### src/rtl/game_pkg.sv
// game_pkg: shared encodings and helpers for the tic-tac-toe sequencing core.
//   - Cell codes (CELL_EMPTY/CELL_X/CELL_O) and result codes (END_*).
//   - Keypad codes KEY_NONE (no key) and KEY_NEW (new game).
//   - Controller state enum PLAY/CHECK/END.
//   - Grid helpers: per-line owner, winner over all eight lines, full-board test,
//     and a seconds-to-BCD conversion for the timer reload constant.
package game_pkg;

    typedef enum logic [1:0] {
        PLAY  = 2'd0,
        CHECK = 2'd1,
        END   = 2'd2
    } state_t;

    // Cell i of the packed grid holds key (i+1); entry 0 is the top-left cell.
    typedef logic [8:0][1:0] grid_t;

    localparam logic [1:0] CELL_EMPTY = 2'b00;
    localparam logic [1:0] CELL_X     = 2'b01;
    localparam logic [1:0] CELL_O     = 2'b10;

    // Winner codes deliberately equal the matching cell codes.
    localparam logic [1:0] END_NONE = 2'b00;
    localparam logic [1:0] END_X    = 2'b01;
    localparam logic [1:0] END_O    = 2'b10;
    localparam logic [1:0] END_DRAW = 2'b11;

    localparam logic [3:0] KEY_NONE = 4'hF;
    localparam logic [3:0] KEY_NEW  = 4'h0;

    // Owner of a three-cell line, or CELL_EMPTY if the line is not complete.
    function automatic logic [1:0] line_owner(input logic [1:0] p, input logic [1:0] q,
                                              input logic [1:0] r);
        logic [1:0] owner;
        if ((p != CELL_EMPTY) && (p == q) && (q == r)) begin
            owner = p;
        end else begin
            owner = CELL_EMPTY;
        end
        return owner;
    endfunction

    // First completed line among rows, columns and diagonals.
    function automatic logic [1:0] grid_winner(input grid_t g);
        logic [1:0] w;
        w = line_owner(g[0], g[1], g[2]);
        w = (w != CELL_EMPTY) ? w : line_owner(g[3], g[4], g[5]);
        w = (w != CELL_EMPTY) ? w : line_owner(g[6], g[7], g[8]);
        w = (w != CELL_EMPTY) ? w : line_owner(g[0], g[3], g[6]);
        w = (w != CELL_EMPTY) ? w : line_owner(g[1], g[4], g[7]);
        w = (w != CELL_EMPTY) ? w : line_owner(g[2], g[5], g[8]);
        w = (w != CELL_EMPTY) ? w : line_owner(g[0], g[4], g[8]);
        w = (w != CELL_EMPTY) ? w : line_owner(g[2], g[4], g[6]);
        return w;
    endfunction

    function automatic logic grid_full(input grid_t g);
        logic full;
        full = 1'b1;
        for (int i = 0; i < 9; i++) begin
            full = full & (g[i] != CELL_EMPTY);
        end
        return full;
    endfunction

    // {tens, ones} BCD of a 0..99 seconds value.
    function automatic logic [7:0] secs_to_bcd(input int unsigned secs);
        return {4'(secs / 32'd10), 4'(secs % 32'd10)};
    endfunction

endpackage

### src/rtl/turn_timer.sv
// turn_timer: per-turn countdown for the game controller.
//   A tick counter runs 0..TICKS_PER_SEC-1 while enabled; each wrap decrements a
//   two-digit BCD seconds pair. A wrap with the pair already at 00 raises
//   timeout for that cycle and reloads the pair. reload has priority over enable.
// Ports:
//   clock, reset     rising-edge clock, asynchronous active-low reset
//   enable           count this cycle (controller is in PLAY)
//   reload           restart at TURN_SECONDS with the tick counter cleared
//   time_ten/one     registered BCD seconds remaining
//   timeout          one-cycle pulse, valid in the cycle the countdown expires
module turn_timer
    import game_pkg::*;
#(
    parameter int TICKS_PER_SEC = 10,
    parameter int TURN_SECONDS  = 15
) (
    input  logic       clock,
    input  logic       reset,
    input  logic       enable,
    input  logic       reload,
    output logic [3:0] time_ten,
    output logic [3:0] time_one,
    output logic       timeout
);

    localparam int TICK_W = (TICKS_PER_SEC > 1) ? $clog2(TICKS_PER_SEC) : 1;
    localparam logic [TICK_W-1:0] TICK_LAST  = TICK_W'(TICKS_PER_SEC - 1);
    localparam logic [7:0]        RELOAD_BCD = secs_to_bcd(TURN_SECONDS);

    logic [TICK_W-1:0] tick_r;
    logic [3:0]        ten_r;
    logic [3:0]        one_r;
    logic              wrap_s;
    logic              empty_s;

    assign wrap_s   = enable && (tick_r == TICK_LAST);
    assign empty_s  = (ten_r == 4'd0) && (one_r == 4'd0);
    assign timeout  = wrap_s && empty_s && !reload;
    assign time_ten = ten_r;
    assign time_one = one_r;

    // Tick counter and BCD down-counter with borrow from tens into ones.
    always_ff @(posedge clock or negedge reset) begin
        if (!reset) begin
            tick_r <= {TICK_W{1'b0}};
            ten_r  <= RELOAD_BCD[7:4];
            one_r  <= RELOAD_BCD[3:0];
        end else if (reload) begin
            tick_r <= {TICK_W{1'b0}};
            ten_r  <= RELOAD_BCD[7:4];
            one_r  <= RELOAD_BCD[3:0];
        end else if (wrap_s) begin
            tick_r <= {TICK_W{1'b0}};
            if (empty_s) begin
                ten_r <= RELOAD_BCD[7:4];
                one_r <= RELOAD_BCD[3:0];
            end else if (one_r == 4'd0) begin
                ten_r <= ten_r - 4'd1;
                one_r <= 4'd9;
            end else begin
                one_r <= one_r - 4'd1;
            end
        end else if (enable) begin
            tick_r <= tick_r + TICK_W'(1);
        end else begin
            tick_r <= tick_r;
        end
    end

endmodule

### src/rtl/game_controller.sv
// game_controller: sequencing core of the tic-tac-toe design.
//   Synchronizes the keypad code, turns F->code transitions into one-cycle press
//   pulses, places X/O marks, alternates turns, detects win/draw and (optionally)
//   runs a per-turn countdown with timeout.
// Build option: define TURN_TIMER_EN to include the turn_timer countdown; without
//   it the time outputs hold TURN_SECONDS and turns change only on valid moves.
// Ports:
//   clock          rising-edge system clock
//   reset          asynchronous active-low reset
//   keypad_buffer  key code: 1..9 cell, 0 new game, F no key, others ignored
//   a1..a9         cell states (00 empty, 01 X, 10 O)
//   game_end       00 playing, 01 X won, 10 O won, 11 draw
//   time_left_ten  BCD tens of seconds remaining
//   time_left_one  BCD ones of seconds remaining
//   turn           0 = X to move, 1 = O to move
module game_controller
    import game_pkg::*;
#(
    parameter int TICKS_PER_SEC = 10,
    parameter int TURN_SECONDS  = 15
) (
    input  logic       clock,
    input  logic       reset,
    input  logic [3:0] keypad_buffer,
    output logic [1:0] a1,
    output logic [1:0] a2,
    output logic [1:0] a3,
    output logic [1:0] a4,
    output logic [1:0] a5,
    output logic [1:0] a6,
    output logic [1:0] a7,
    output logic [1:0] a8,
    output logic [1:0] a9,
    output logic [1:0] game_end,
    output logic [3:0] time_left_ten,
    output logic [3:0] time_left_one,
    output logic       turn
);

    if ((TICKS_PER_SEC < 1) || (TURN_SECONDS < 1) || (TURN_SECONDS > 99)) begin : g_bad_params
        $error("game_controller: TICKS_PER_SEC or TURN_SECONDS out of range");
    end

    logic [3:0] sync1_r;
    logic [3:0] sync2_r;
    logic [3:0] prev_r;
    logic [1:0] fill_r;
    logic       press_r;
    logic [3:0] code_r;
    state_t     state_r;
    grid_t      grid_r;
    logic       turn_r;
    logic [1:0] game_end_r;

    logic [3:0] cell_idx_s;
    logic       move_ok_s;
    logic       new_game_s;
    logic [1:0] win_s;
    logic       full_s;
    logic       timeout_s;

    // Keypad synchronizer and press edge detector. prev_r starts at a non-F
    // value and only follows sync2_r once both stages hold real samples,
    // so a key already held when reset releases never counts as a press.
    always_ff @(posedge clock or negedge reset) begin
        if (!reset) begin
            sync1_r <= KEY_NONE;
            sync2_r <= KEY_NONE;
            prev_r  <= KEY_NEW;
            fill_r  <= 2'b00;
            press_r <= 1'b0;
            code_r  <= KEY_NONE;
        end else begin
            sync1_r <= keypad_buffer;
            sync2_r <= sync1_r;
            fill_r  <= {fill_r[0], 1'b1};
            prev_r  <= fill_r[1] ? sync2_r : KEY_NEW;
            press_r <= (prev_r == KEY_NONE) && (sync2_r != KEY_NONE);
            code_r  <= sync2_r;
        end
    end

    assign cell_idx_s = code_r - 4'd1;
    assign move_ok_s  = press_r && (code_r >= 4'd1) && (code_r <= 4'd9) &&
                        (grid_r[cell_idx_s] == CELL_EMPTY);
    assign new_game_s = press_r && (code_r == KEY_NEW);
    assign win_s      = grid_winner(grid_r);
    assign full_s     = grid_full(grid_r);

`ifdef TURN_TIMER_EN
    logic timer_en_s;
    logic timer_reload_s;

    assign timer_en_s     = (state_r == PLAY);
    assign timer_reload_s = ((state_r == CHECK) && (win_s == CELL_EMPTY) && !full_s) ||
                            ((state_r == END) && new_game_s);

    turn_timer #(
        .TICKS_PER_SEC (TICKS_PER_SEC),
        .TURN_SECONDS  (TURN_SECONDS)
    ) u_turn_timer (
        .clock    (clock),
        .reset    (reset),
        .enable   (timer_en_s),
        .reload   (timer_reload_s),
        .time_ten (time_left_ten),
        .time_one (time_left_one),
        .timeout  (timeout_s)
    );
`else
    localparam logic [7:0] FIXED_BCD = secs_to_bcd(TURN_SECONDS);

    assign time_left_ten = FIXED_BCD[7:4];
    assign time_left_one = FIXED_BCD[3:0];
    assign timeout_s     = 1'b0;
`endif

    // Game FSM: move placement, line evaluation, turn/result bookkeeping.
    // A valid move in the same cycle as a timeout takes precedence, so the turn
    // toggles only once (in CHECK).
    always_ff @(posedge clock or negedge reset) begin
        if (!reset) begin
            state_r    <= PLAY;
            grid_r     <= {9{CELL_EMPTY}};
            turn_r     <= 1'b0;
            game_end_r <= END_NONE;
        end else begin
            case (state_r)
                PLAY: begin
                    if (move_ok_s) begin
                        grid_r[cell_idx_s] <= turn_r ? CELL_O : CELL_X;
                        state_r            <= CHECK;
                    end else if (timeout_s) begin
                        turn_r <= ~turn_r;
                    end else begin
                        state_r <= PLAY;
                    end
                end
                CHECK: begin
                    if (win_s != CELL_EMPTY) begin
                        game_end_r <= win_s;
                        state_r    <= END;
                    end else if (full_s) begin
                        game_end_r <= END_DRAW;
                        state_r    <= END;
                    end else begin
                        turn_r  <= ~turn_r;
                        state_r <= PLAY;
                    end
                end
                END: begin
                    if (new_game_s) begin
                        grid_r     <= {9{CELL_EMPTY}};
                        game_end_r <= END_NONE;
                        turn_r     <= 1'b0;
                        state_r    <= PLAY;
                    end else begin
                        state_r <= END;
                    end
                end
                default: begin
                    state_r <= PLAY;
                end
            endcase
        end
    end

    assign a1       = grid_r[0];
    assign a2       = grid_r[1];
    assign a3       = grid_r[2];
    assign a4       = grid_r[3];
    assign a5       = grid_r[4];
    assign a6       = grid_r[5];
    assign a7       = grid_r[6];
    assign a8       = grid_r[7];
    assign a9       = grid_r[8];
    assign game_end = game_end_r;
    assign turn     = turn_r;

endmodule

### config.mk
export PLATFORM = sky130hd
export DESIGN_NAME = game_controller
export DESIGN_NICKNAME = d
export VERILOG_FILES = /design/src/rtl/game_pkg.sv /design/src/rtl/turn_timer.sv /design/src/rtl/game_controller.sv
export SDC_FILE = /design/constraint.sdc
export NUM_CORES = 1
export LEC_CHECK = 0
export CORE_ASPECT_RATIO = 1.2
export CORE_MARGIN = 5
export CORE_UTILIZATION = 30
export DETAILED_ROUTE_END_ITERATION = 7
export PLACE_DENSITY = 0.48
export SETUP_SLACK_MARGIN = 0.3
export SLEW_MARGIN = 15
export SYNTH_ARGS = -nofsm -noshare
export SYNTH_HDL_FRONTEND = slang
export SYNTH_HIERARCHICAL = 1
export SYNTH_SLANG_ARGS = --single-unit
### constraint.sdc
create_clock -name clock -period 3.15 [get_ports clock]
set_clock_uncertainty 0.15 [all_clocks]
set_input_delay 0.63 -clock clock [delete_from_list [all_inputs] [get_ports clock]]
set_output_delay 0.63 -clock clock [all_outputs]
set_load 0.005 [all_outputs]
==> results.yml <==
status:
  status: "complete, no violations"
route:
  wl_um: 6700
  wl_per_cell_um: 18.4
  vias: 2056
  dr.pass1.iters: 4
  vias_per_cell: 5.65
  drc: 0
  drt_iter0_markers: 98
  ant_nets: 0
floorplan:
  dieWidth_um: 91.3
  coreArea_um2: 7710
  dieArea_um2: 9820
  io_pins: 35
  num_rows: 35
  initial_utilization_pct: 30.9
  fp.dieH_um: 108
clock_network:
  root_buffer: "clkbuf_8"
  cts.sinks: 42
  cts_tree: "built"
  cts_setup_buffers: 0
  clk_pin_slew_worst_paths_ns: 0.08
  clk_latency_ns: 0.30
  cts_buffers: 5
  clockBufferDepth: 2
  htree_levels: 2
power:
  ir_drop_mv: 0.217
  p_per_area_nw_per_um2: 362
  p_leak_nw: 1.15
yosys:
  synth_area_leader_cell: "dfrtp_1"
  synth_warnings: 6
  ys_top_cells_by_area: "dfrtp_1 (32%), dfstp_2 (13%), nand3_1 (4.0%)"
  syn_inst: 244
  ys_seq_area_share_pct: 44.8
  netlist-cell-type-count: 60
  synth-edff-count: 0
  synth_top_area_share_pct: 31.6
  netlist_area_um2: 2380
  ys_seq_elements: 42
  syn_area_per_cell_um2: 9.75
  synthArstFlopShare_pct: 100
  synthFlopType: "dfrtp_1"
placed_design:
  placed_area_um2: 2690
  globalplace.congestion: 0.872
  io_buffers: 26
  hpwl_um: 4940
  dpl_worst_slack_ns: 0.418
cells_and_area:
  diodes: 0
  stdcell_area_um2: 2800
  drive_above_1_share_pct: 13.2
  final_nets: 282
  syn_to_final_growth_pct: 17.5
  fin_util_pct: 36.3
critical_path:
  end_kind: "flop"
  cp_max_fo: 9
  rrSetupSlack_ns: 0.44
  cpPeakStageDelay_ns: 0.57
  critical_path_buf_inv_count: 1
  startpoint_type: "flop"
  critical_path_arrival_ns: 2.73
  cp_slowest_cell: "dfstp_2"
  critPathTopFamily: "compound AO/OA/AOI/OAI gates"
  crit_chain: "inv_1 > ha_1 > xnor2_2 > a311oi_1 > o311a_1 > o21ai_4 > a21boi_1 > o22ai_1"
  crit_required_ns: 3.18
  crit_type: "reg2reg"
global_route:
  gr-total-overflow: 0
  grt_use_total_pct: 14.2
  grt_max_degree: 43
  grt_pass1_vias: 2093
  antenna_found_initial: 0
  grt_pass1_wl_um: 11100
sta:
  fmax_mhz: 369
  maxSlewHeadroom_pct: 36.8
  timing.setup.tns_ns: 0
  period_share_pct: 85.9
  worst_slew_pin_slew_ns: 0.949
  finalCriticalPeriod_ns: 2.71
  rsz0062_at_grt: "no"
  setup_viol: 0
  maxSlewViolCount: 0
  hold_viol: 0
  fin_ws_ns: 0.443
hold_path:
  hp-class: "reg2reg"
job:
  cap_viol_max_count: 0
power breakdown:
group | total, mW | internal [mW] | switching, mW
clock | 0.365 | 0.176 | 0.188
sequential | 0.574 | 0.559 | 0.0150
combinational | 0.0722 | 0.0285 | 0.0436
total | 1.01 | 0.764 | 0.247
kinds of logic (layout without fill, tap and decap cells):
family	after synthesis	after routing	share of synthesized area, %
xor gates and xnor gates	2	2	0.737
adders and majority gates	5	5	2.63
buffers and inverters	28	49	6.79
DFF	42	42	44.8
AOI/OAI and AO/OA	83	83	25.7
and+or+nand+nor	82	82	19.0
other	2	9	0.316
final timing paths:
check / cells past startpoint / from / endpoint
max: 8 / code_r[1]$_DFF_PN1_ / a7[0]$_DFFE_PN0P_
min: 0 / fill_r[0]$_DFF_PN0_ / fill_r[1]$_DFF_PN0_
max reg2reg: 8 / code_r[1]$_DFF_PN1_ / a7[0]$_DFFE_PN0P_
min reg2reg: 0 / fill_r[0]$_DFF_PN0_ / fill_r[1]$_DFF_PN0_
max in group asynchronous: 1 / reset / a5[1]$_DFFE_PN0P_
min in group asynchronous: 1 / reset / a8[0]$_DFFE_PN0P_
synthesized netlist by cell type (2+ instances only):
master and instances:
dfrtp_1 30, nand3_1 19, dfstp_2 12, o22ai_1 12, a21oi_1 11, inv_1 11
nor2_1 10, nor3_1 10, buf_4 8, o21ai_1 8, or3_1 8, a32o_1 6
and3_1 6, nand2_1 6, a22o_1 5, ha_1 5, a21boi_1 4, a21o_1 4
and2_1 4, a21boi_0 3, buf_2 3, buf_6 3, clkbuf_1 3, nand2b_1 3
nor4_1 3, o21a_1 3, o21ai_0 3, a311o_1 2, a311oi_1 2, conb_1 2
nor2b_1 2, nor3b_1 2, o21ai_2 2, o31ai_1 2, o41ai_1 2
registers in the layout (all words and copies together), names as in the netlist:
register and flops:
press_r 1, a8 2, prev_r 4, sync1_r 4, a2 2, a1 2, fill_r 2, sync2_r 4
code_r 4, turn 1, state_r 2, a9 2, a3 2, a4 2, a5 2, a7 2
game_end 2, a6 2
cell usage in the layout (no fill, tap or decap), types with 2 or more instances in the layout:
cell	instances
a21boi_0	3
a21boi_1	4
a21o_1	4
a21oi_1	11
a22o_1	5
a311o_1	2
a311oi_1	2
a32o_1	6
and2_1	4
and3_1	6
buf_4	4
clkbuf_8	6
clkdlybuf4s50_1	25
conb_1	9
dfrtp_1	30
dfstp_2	12
ha_1	5
inv_1	11
nand2_1	6
nand2b_1	3
nand3_1	19
nor2_1	10
nor2b_1	2
nor3_1	10
nor3b_1	2
nor4_1	3
o21a_1	3
o21ai_0	3
o21ai_1	8
o22ai_1	12
o31ai_1	2
o41ai_1	2
or3_1	8
layout make-up:
cell class,count,area (um^2)
clock buffers,6,82.6
flip-flops and latches,42,1070
multi-input cells,181,1190
inverters,11,41.3
clock inverters,2,12.5
fillers,789,4910
repair buffers,30,285
well taps,92,115
repair_timing:
action                     4_1_cts  5_1_grt
resized for setup                0        1
setup endpoints to repair        0       17
hold buffers                     0        0
stage by stage:
| step | hold slack (ns) | cells | total power, mW |
|---|---|---|---|
| final | 0.203 | 364 | 1.01 |
| after global routing | 0.217 | 364 | 1.06 |
| after detailed placement | 0.194 | 356 | 0.655 |
| after global placement | 0.191 | 356 | 0.655 |
| after CTS | 0.210 | 364 | 1.02 |
| after floorplan | 0.181 | 251 | 0.625 |
routing by layer:
metal | wire (um) | track usage [%] | vias to the layer above
met5 | 0 | 0 | -
li1 | - | - | 972
met1 | 2750 | 16.9 | 1013
met4 | 141 | 4.93 | 0
met2 | 3540 | 25.6 | 57
met3 | 273 | 2.66 | 14
Power figures use the tool's default switching activity.
